File: config.mk
export PLATFORM = sky130hd
export DESIGN_NAME = change_dispenser
export DESIGN_NICKNAME = d
export VERILOG_FILES = /design/src/rtl/change_dispenser.sv
export SDC_FILE = /design/constraint.sdc
export NUM_CORES = 1
export LEC_CHECK = 0
export ABC_CLOCK_PERIOD_IN_PS = 4300
export CORE_ASPECT_RATIO = 2
export CORE_MARGIN = 10
export CORE_UTILIZATION = 57
export CTS_CLUSTER_SIZE = 16
export DETAILED_ROUTE_END_ITERATION = 8
export PLACE_DENSITY = 0.85
export SLEW_MARGIN = 10
export SYNTH_ARGS = -nofsm -noshare
export SYNTH_HDL_FRONTEND = slang
export SYNTH_SLANG_ARGS = --single-unit
File: constraint.sdc
create_clock -name clk -period 4.3 [get_ports clk]
set_input_delay 0.86 -clock clk [delete_from_list [all_inputs] [get_ports clk]]
set_output_delay 0.86 -clock clk [all_outputs]
set_load 0.005 [all_outputs]
File: src/rtl/change_dispenser.sv
// Greedy coin payout stage: pays a change amount from 25/10/5 tubes,
// one coin per mech request/ack handshake, tracking tube inventory.
module change_dispenser #(
    parameter int W           = 16,
    parameter int INV_W       = 8,
    parameter int INIT_Q25    = 20,
    parameter int INIT_Q10    = 20,
    parameter int INIT_Q5     = 20,
    parameter int ACK_TIMEOUT = 15
) (
    input  logic             clk,
    input  logic             RESET_N,
    input  logic             start,
    input  logic [W-1:0]     amount,
    input  logic             refill,
    input  logic             mech_ack,
    output logic             eject_25,
    output logic             eject_10,
    output logic             eject_5,
    output logic             busy,
    output logic             done,
    output logic             short_change,
    output logic [W-1:0]     residual,
    output logic [INV_W-1:0] inv_25,
    output logic [INV_W-1:0] inv_10,
    output logic [INV_W-1:0] inv_5
);

    localparam int CW = $clog2(ACK_TIMEOUT + 1);

    localparam logic [CW-1:0]    CNT_LAST = CW'(ACK_TIMEOUT - 1);
    localparam logic [W-1:0]     C25      = W'(25);
    localparam logic [W-1:0]     C10      = W'(10);
    localparam logic [W-1:0]     C5       = W'(5);
    localparam logic [INV_W-1:0] I25      = INV_W'(INIT_Q25);
    localparam logic [INV_W-1:0] I10      = INV_W'(INIT_Q10);
    localparam logic [INV_W-1:0] I5       = INV_W'(INIT_Q5);
    localparam logic [INV_W-1:0] ONE      = INV_W'(1);

    typedef enum logic [1:0] {
        S_IDLE,
        S_SELECT,
        S_EJECT,
        S_FINISH
    } state_t;

    state_t           state_q;
    logic [W-1:0]     rem_q;
    logic [W-1:0]     residual_q;
    logic [CW-1:0]    cnt_q;
    logic [INV_W-1:0] inv25_q;
    logic [INV_W-1:0] inv10_q;
    logic [INV_W-1:0] inv5_q;
    logic             ej25_q;
    logic             ej10_q;
    logic             ej5_q;
    logic             busy_q;
    logic             done_q;
    logic             short_q;

    logic             pick25;
    logic             pick10;
    logic             pick5;
    logic [W-1:0]     coin_val;

    assign pick25 = (rem_q >= C25) && (inv25_q != '0);
    assign pick10 = (rem_q >= C10) && (inv10_q != '0);
    assign pick5  = (rem_q >= C5)  && (inv5_q  != '0);

    always_comb begin
        coin_val = C5;
        unique case (1'b1)
            ej25_q:  coin_val = C25;
            ej10_q:  coin_val = C10;
            default: coin_val = C5;
        endcase
    end

    always_ff @(posedge clk or negedge RESET_N) begin
        if (!RESET_N) begin
            state_q    <= S_IDLE;
            rem_q      <= '0;
            residual_q <= '0;
            cnt_q      <= '0;
            inv25_q    <= I25;
            inv10_q    <= I10;
            inv5_q     <= I5;
            ej25_q     <= 1'b0;
            ej10_q     <= 1'b0;
            ej5_q      <= 1'b0;
            busy_q     <= 1'b0;
            done_q     <= 1'b0;
            short_q    <= 1'b0;
        end else begin
            done_q <= 1'b0;
            unique case (state_q)
                S_IDLE: begin
                    if (refill) begin
                        inv25_q <= I25;
                        inv10_q <= I10;
                        inv5_q  <= I5;
                    end
                    if (start) begin
                        rem_q   <= amount;
                        short_q <= 1'b0;
                        busy_q  <= 1'b1;
                        state_q <= S_SELECT;
                    end
                end
                S_SELECT: begin
                    cnt_q <= '0;
                    if (pick25) begin
                        ej25_q  <= 1'b1;
                        state_q <= S_EJECT;
                    end else if (pick10) begin
                        ej10_q  <= 1'b1;
                        state_q <= S_EJECT;
                    end else if (pick5) begin
                        ej5_q   <= 1'b1;
                        state_q <= S_EJECT;
                    end else begin
                        residual_q <= rem_q;
                        short_q    <= (rem_q != '0);
                        busy_q     <= 1'b0;
                        done_q     <= 1'b1;
                        state_q    <= S_FINISH;
                    end
                end
                S_EJECT: begin
                    // ack wins over a timeout landing on the same edge
                    if (mech_ack) begin
                        rem_q <= rem_q - coin_val;
                        if (ej25_q) inv25_q <= inv25_q - ONE;
                        if (ej10_q) inv10_q <= inv10_q - ONE;
                        if (ej5_q)  inv5_q  <= inv5_q  - ONE;
                        ej25_q  <= 1'b0;
                        ej10_q  <= 1'b0;
                        ej5_q   <= 1'b0;
                        cnt_q   <= '0;
                        state_q <= S_SELECT;
                    end else if (cnt_q == CNT_LAST) begin
                        if (ej25_q) inv25_q <= '0;
                        if (ej10_q) inv10_q <= '0;
                        if (ej5_q)  inv5_q  <= '0;
                        ej25_q  <= 1'b0;
                        ej10_q  <= 1'b0;
                        ej5_q   <= 1'b0;
                        cnt_q   <= '0;
                        state_q <= S_SELECT;
                    end else begin
                        cnt_q <= cnt_q + 1'b1;
                    end
                end
                S_FINISH: begin
                    state_q <= S_IDLE;
                end
                default: begin
                    state_q <= S_IDLE;
                end
            endcase
        end
    end

    assign eject_25     = ej25_q;
    assign eject_10     = ej10_q;
    assign eject_5      = ej5_q;
    assign busy         = busy_q;
    assign done         = done_q;
    assign short_change = short_q;
    assign residual     = residual_q;
    assign inv_25       = inv25_q;
    assign inv_10       = inv10_q;
    assign inv_5        = inv5_q;

endmodule

==> results.json, run 1 <==
{
  "status": "finished clean",
  "fillers": 466,
  "final_max_slew_viol_count": 0,
  "wirelength_mm": 10.3,
  "worst_hold_slack_ns": 0.489,
  "hp-class": "reg2reg",
  "cp.required_ns": 4.57,
  "dpl.cell_count": 542,
  "seq_area_frac_synth_pct": 44.6,
  "pwr-share-comb_pct": 46.1,
  "synthTopCellsByArea": "dfrtp_1 40%, ha_1 5.9%, o21ai_0 5.0%, dfstp_2 4.1%, nand2_1 3.3%",
  "setup_ws_ns": 1.01,
  "cts_buffer_depth": 2,
  "drtAntennaViolNets": 0,
  "r2r_cells": 7,
  "insertion_delay_ns": 0.34,
  "grt_overflow_total": 0,
  "dieArea_sq_mm": 0.0106,
  "r2r_end": "inv_5[4]$_DFFE_PN1P_",
  "end_kind": "flop",
  "grt_pass1_wl_mm": 17.0,
  "setup_viol": 0,
  "yosysWarnings": 0,
  "finalNonFillerCells": 558,
  "drt_pass1_iterations": 4,
  "cap_violations": 0,
  "ys.flop_type": "dfrtp_1",
  "synth-seq-cells": 68,
  "power_density_mw_per_mm2": 762,
  "clock_sinks": 68,
  "die_w_um": 78,
  "syn_area_per_cell_sq_um": 9.68,
  "async_reset_ff_share_pct": 100,
  "rsz0062_at_grt": "no",
  "holdCritStartpoint": "residual[4]$_DFFE_PN0P_",
  "clock_tree.root_cell": "clkbuf_16",
  "cts_buffers": 9,
  "timing.fmax_mhz": 304,
  "ctsHoldBuffers": 0,
  "netSwitchingPower_w": 0.00154,
  "portBuffers": 66,
  "reg2reg_slack_ns": 1.01,
  "viasPerCell": 6.10,
  "nets": 505,
  "crit_start": "state_q[0]$_DFFE_PN0P_",
  "cp.arrival_ns": 3.56,
  "antenna_cells": 0,
  "grt_pass1_vias": 3569,
  "drive_above_1_share_pct": 10.4,
  "drt_iter0_markers": 281,
  "cts-htree-levels": 3,
  "power_frac_seq_pct": 30.8,
  "irDropWorstVdd_uv": 547,
  "grt_max_degree": 51,
  "antenna_found_initial": 0,
  "rows": 42,
  "postCtsSetupBuffers": 0,
  "synth_area_leader_cell": "dfrtp_1",
  "syn_inst": 396,
  "crit_end": "inv_5[4]$_DFFE_PN1P_",
  "yosysMostFrequentCell": "dfrtp_1",
  "drcViolationCount": 0,
  "wl_per_cell_um": 18.4,
  "p_clk_share_pct": 23.1,
  "gp_congestion": 0.931,
  "fin_setup_tns_ns": 0,
  "finClkSkew_ns": 0.00932,
  "synthDistinctLibCells": 58,
  "switching_share_pct": 41.0,
  "hold_viol": 0,
  "cp_max_fo": 16,
  "cts.reportedPaths.clkPinSlew_ns": 0.06,
  "num_io_pins": 67,
  "maxSlewHeadroom_pct": 23.0,
  "dp_slack_ns": 0.872,
  "core_area_sq_mm": 0.00657,
  "fin_crit_ns": 3.29,
  "reg2reg_from": "state_q[0]$_DFFE_PN0P_",
  "cp-start-kind": "flop",
  "worstSetupPathType": "reg2reg",
  "synth_edf_count": 0,
  "synth_nets": 436,
  "post_cts_resized": 0,
  "synth_common_cells": "62 x dfrtp_1, 38 x o21ai_0, 34 x nand2_1, 33 x nor2_1, 19 x nor3_1",
  "die_h_um": 136,
  "area_growth_pct": 28.8,
  "leakage_nw": 2.16,
  "grt_usage_pct": 19.8,
  "start_util_pct": 58.4,
  "cts_tree": "built",
  "period_share_pct": 76.6,
  "syn_area_sq_mm": 0.00383,
  "vias": 3402,
  "whs_path_depth": 1,
  "tightest_slew_ns": 1.14,
  "final_util_pct": 75.2,
  "p_int_w": 0.00222,
  "netlist.area_leader.share_pct": 40.5,
  "hpwlAfterDp_mm": 7.50
}
[cells by family after synthesis]
logic type / share of synthesized area [%]
AND/OR/NAND/NOR: 16.7
AO/OA/AOI/OAI: 20.8
flip-flops: 44.6
buffers and inverters: 3.46
multiplexers: 7.63
adder cells (fa/ha/maj): 6.39
XOR/XNOR: 0.457
[layer usage]
metal  track usage (%)  vias up  wire (um)
li1                  -     1602          -
met1              19.4     1653       3710
met2              35.9      122       5580
met3              6.55       25        649
met4              10.2        0        325
met5                 0        -          0
[layout make-up]
class	count	area, sq um	share of cell area [%]
repair buffers	72	701	14.2
inverters	19	71.3	1.44
clock buffers	9	225	4.56
multi-input cells	295	2000	40.5
clock inverters	7	124	2.51
flip-flops and latches	68	1710	34.6
well taps	88	110	2.23
[how the worst min path moves through the flow]
stage	slack [ns]	to
after floorplan	0.46	cnt_q[3]$_DFFE_PN0N_
after CTS	0.49	residual[4]$_DFFE_PN0P_
final	0.49	residual[4]$_DFFE_PN0P_
after detailed placement	0.48	residual[4]$_DFFE_PN0P_
after global placement	0.47	residual[3]$_DFFE_PN0P_
after global routing	0.52	residual[3]$_DFFE_PN0P_
[cells in the final DEF, fill, tap and decap left out, types with 5 or more instances in the layout]
master	Yosys	layout
mux2_1	9	9
or3_1	6	6
nor3_1	19	18
o31ai_1	11	11
nor2_1	33	33
a21oi_1	18	18
mux2i_1	6	6
ha_1	18	18
o21ai_0	38	38
o41ai_1	5	5
o22ai_1	9	9
dfrtp_1	62	62
dfstp_2	6	6
nand4_1	5	5
clkdlybuf4s50_1	0	65
clkbuf_16	0	9
buf_4	0	6
nand3_1	10	10
nor2b_1	5	5
mux2_4	8	8
inv_1	17	17
nand2_1	34	34
a21o_1	6	6
[worst max-delay path: stages, from the launching register on]
cell	delay, ns
dfrtp_1	0.43
inv_1	0.10
ha_1	0.57
clkinv_1	0.50
o21ai_0	1.02
nor3_1	0.12
a21o_1	0.20
a221o_1	0.29
[power by group through the flow]
| stage | sequential (W) | clock, W | combinational [W] |
|---|---|---|---|
| after floorplan | 0.00109 | 0 | 0.00114 |
| after global placement | 0.00115 | 0 | 0.00164 |
| after detailed placement | 0.00116 | 0 | 0.00170 |
| after CTS | 0.00115 | 0.000869 | 0.00173 |
| after global routing | 0.00120 | 0.000895 | 0.00192 |
| final | 0.00116 | 0.000867 | 0.00173 |
[through the flow]
| step | cell area [sq um] | total power (W) |
|---|---|---|
| 2_1_floorplan | 3830 | 0.00223 |
| 3_3_place_gp | 4590 | 0.00279 |
| 3_5_place_dp | 4590 | 0.00286 |
| 4_1_cts | 4940 | 0.00375 |
| 5_1_grt | 4940 | 0.00401 |
| 6_report | 4940 | 0.00376 |
[sequential cells by signal, summed over array words and instances (netlist names)]
register,flops
inv_10,8
eject_5,1
state_q,2
inv_25,8
done,1
eject_10,1
short_change,1
eject_25,1
busy,1
rem_q,16
cnt_q,4
residual,16
inv_5,8
(Power assumes the default switching activity.)
==> run 2: changes to the inputs <==
--- a/config.mk
+++ b/config.mk
@@ -5,13 +5,13 @@
 export SDC_FILE = /design/constraint.sdc
 export NUM_CORES = 1
 export LEC_CHECK = 0
-export ABC_CLOCK_PERIOD_IN_PS = 4300
+export ABC_CLOCK_PERIOD_IN_PS = 3400
 export CORE_ASPECT_RATIO = 2
 export CORE_MARGIN = 10
-export CORE_UTILIZATION = 57
+export CORE_UTILIZATION = 53
 export CTS_CLUSTER_SIZE = 16
 export DETAILED_ROUTE_END_ITERATION = 8
-export PLACE_DENSITY = 0.85
+export PLACE_DENSITY = 0.8
 export SLEW_MARGIN = 10
 export SYNTH_ARGS = -nofsm -noshare
 export SYNTH_HDL_FRONTEND = slang
==> constraint.sdc (replaced) <==
create_clock -name clk -period 3.4 [get_ports clk]
set_input_delay 0.68 -clock clk [delete_from_list [all_inputs] [get_ports clk]]
set_output_delay 0.68 -clock clk [all_outputs]
set_load 0.005 [all_outputs]
==> run 2 against run 1 <==
  * Global-route usage decreased by 0.78 points
  * Clock skew fell by 0.0036 ns
  * Sequential power increased by 27%
  * Flip-flop and latch count stayed put
  * Power rose by 23%
  * Wire length up 1.7%
  * Worst setup slack got worse by 0.69 ns
  * Utilization is 4.9 points lower
  * Largest power group unchanged
==> results.json, run 2 (synthesized netlist as in run 1, its figures left out) <==
{
  "status": "finished clean",
  "r2r_end": "rem_q[14]$_DFFE_PN0P_",
  "grt_overflow_total": 0,
  "layout_common_cells": "65 x clkdlybuf4s50_1, 62 x dfrtp_1, 38 x o21ai_0, 34 x nand2_1, 33 x nor2_1",
  "irDropWorstVdd_uv": 563,
  "r2r_cells": 12,
  "hp-class": "in2async",
  "drt_iter0_markers": 265,
  "rows": 43,
  "switching_share_pct": 41.7,
  "ctsHoldBuffers": 0,
  "portBuffers": 66,
  "clock_sinks": 68,
  "cts_buffers": 9,
  "cp.required_ns": 3.63,
  "grt_usage_pct": 19.1,
  "gp_congestion": 0.908,
  "grt_max_degree": 46,
  "nets": 508,
  "fin_crit_ns": 3.09,
  "antenna_cells": 0,
  "timing.fmax_mhz": 324,
  "p_int_w": 0.00270,
  "area_growth_pct": 28.3,
  "rsz0062_at_grt": "no",
  "cts-htree-levels": 3,
  "p_clk_share_pct": 20.7,
  "period_share_pct": 90.8,
  "drive_above_1_share_pct": 10.8,
  "worstSetupPathType": "reg2reg",
  "grt_pass1_vias": 3375,
  "vias": 3394,
  "netSwitchingPower_w": 0.00194,
  "drcViolationCount": 0,
  "cts.reportedPaths.clkPinSlew_ns": 0.06,
  "antenna_found_initial": 0,
  "num_io_pins": 67,
  "fin_setup_tns_ns": 0,
  "core_area_sq_mm": 0.00699,
  "setup_viol": 0,
  "finalNonFillerCells": 563,
  "insertion_delay_ns": 0.34,
  "drt_pass1_iterations": 4,
  "viasPerCell": 6.03,
  "reg2reg_from": "eject_25$_DFFE_PN0P_",
  "die_h_um": 140,
  "cts_tree": "built",
  "end_kind": "flop",
  "cp-start-kind": "flop",
  "power_frac_seq_pct": 31.7,
  "cap_violations": 0,
  "wirelength_mm": 10.4,
  "mostFrequentLayoutCell": "clkdlybuf4s50_1",
  "final_util_pct": 70.3,
  "hpwlAfterDp_mm": 7.75,
  "finalPower_w": 0.00464,
  "multi_input_area_sq_mm": 0.00200,
  "grt_pass1_wl_mm": 16.8,
  "drtAntennaViolNets": 0,
  "start_util_pct": 54.8,
  "dieArea_sq_mm": 0.0112,
  "post_cts_resized": 0,
  "pwr-share-comb_pct": 47.6,
  "cp.arrival_ns": 3.32,
  "final_max_slew_viol_count": 0,
  "leakage_nw": 2.16,
  "finClkSkew_ns": 0.00574,
  "hold_viol": 0,
  "reg2reg_slack_ns": 0.31,
  "cts_buffer_depth": 2,
  "maxSlewHeadroom_pct": 20.6,
  "wl_per_cell_um": 18.5,
  "postCtsSetupBuffers": 0,
  "fillers": 547,
  "regArea_sq_mm": 0.00171,
  "tightest_slew_ns": 1.18,
  "power_density_mw_per_mm2": 944,
  "dpl.cell_count": 547,
  "cp_max_fo": 5,
  "die_w_um": 80.2,
  "clock_tree.root_cell": "clkbuf_16"
}
[run 2: changes by cell type in the layout (fill, tap and decap cells not counted)]
| cell | delta |
|---|---|
| clkbuf_8 | +2 |
| clkinv_4 | -2 |
| clkbuf_1 | +1 |
| bufinv_16 | -2 |
| clkinv_2 | +2 |
| buf_4 | +3 |
| inv_6 | -1 |
[run 2: area by class of cell]
| cell class | instances | area share [%] |
|---|---|---|
| multi-input combinational | 295 | 40.6 |
| sequential | 68 | 34.7 |
| tap | 90 | 2.29 |
| clock buffer | 12 | 5.21 |
| inverter | 19 | 1.45 |
| clock inverter | 4 | 0.967 |
| timing repair buffer | 75 | 14.7 |
[run 2: per-stage QoR]
stage / hold slack, ns / cell area, sq um / setup slack [ns]
after floorplan: 0.384 / 3830 / 0.817
after global placement: 0.472 / 4610 / 0.412
after detailed placement: 0.481 / 4610 / 0.380
after CTS: 0.332 / 4920 / 0.379
after global routing: 0.354 / 4920 / 0.0740
final: 0.321 / 4920 / 0.313
[run 2: worst max-delay path by stage]
stage | start | endpoint | slack, ns | cells after the start
2_1_floorplan | eject_25$_DFFE_PN0P_ | rem_q[14]$_DFFE_PN0P_ | 0.82 | 12
3_3_place_gp | eject_25$_DFFE_PN0P_ | rem_q[14]$_DFFE_PN0P_ | 0.41 | 12
3_5_place_dp | mech_ack | inv_5[4]$_DFFE_PN1P_ | 0.38 | 8
4_1_cts | eject_25$_DFFE_PN0P_ | rem_q[14]$_DFFE_PN0P_ | 0.38 | 12
5_1_grt | eject_25$_DFFE_PN0P_ | rem_q[14]$_DFFE_PN0P_ | 0.07 | 12
6_report | eject_25$_DFFE_PN0P_ | rem_q[14]$_DFFE_PN0P_ | 0.31 | 12
[run 2: critical path, cell delays in order (launching register included)]
cell and delay, ns:
dfrtp_1 0.43, inv_1 0.11, nand2_1 0.09, ha_1 0.17, inv_1 0.05, fa_1 0.40
a21o_1 0.20, a21o_1 0.19, a21boi_0 0.46, nand2_1 0.25, nor4_1 0.30, a31oi_1 0.14
o22a_1 0.18
[run 2: power by group through the flow]
| stage | logic, W | registers, W | clock network (W) |
|---|---|---|---|
| finish | 0.00221 | 0.00147 | 0.000961 |
| global route | 0.00244 | 0.00152 | 0.000990 |
| CTS | 0.00221 | 0.00146 | 0.000965 |
| detailed placement | 0.00218 | 0.00147 | 0 |
| global placement | 0.00211 | 0.00146 | 0 |
| floorplan | 0.00145 | 0.00138 | 0 |
[run 2: metal layers]
| metal | track usage [%] | vias up | wire (um) |
|---|---|---|---|
| met5 | 0 | - | 0 |
| met1 | 19.0 | 1654 | 3790 |
| met3 | 5.06 | 23 | 623 |
| met2 | 34.6 | 114 | 5760 |
| li1 | - | 1603 | - |
| met4 | 9.05 | 0 | 261 |
==> run 3: changes to the inputs <==
--- a/config.mk
+++ b/config.mk
@@ -6,6 +6,7 @@
 export NUM_CORES = 1
 export LEC_CHECK = 0
 export ABC_CLOCK_PERIOD_IN_PS = 3400
+export CAP_MARGIN = 0
 export CORE_ASPECT_RATIO = 2
 export CORE_MARGIN = 10
 export CORE_UTILIZATION = 53
==> results of run 3 <==
No change in the layout: final DEF, timing and power equal those of run 2.
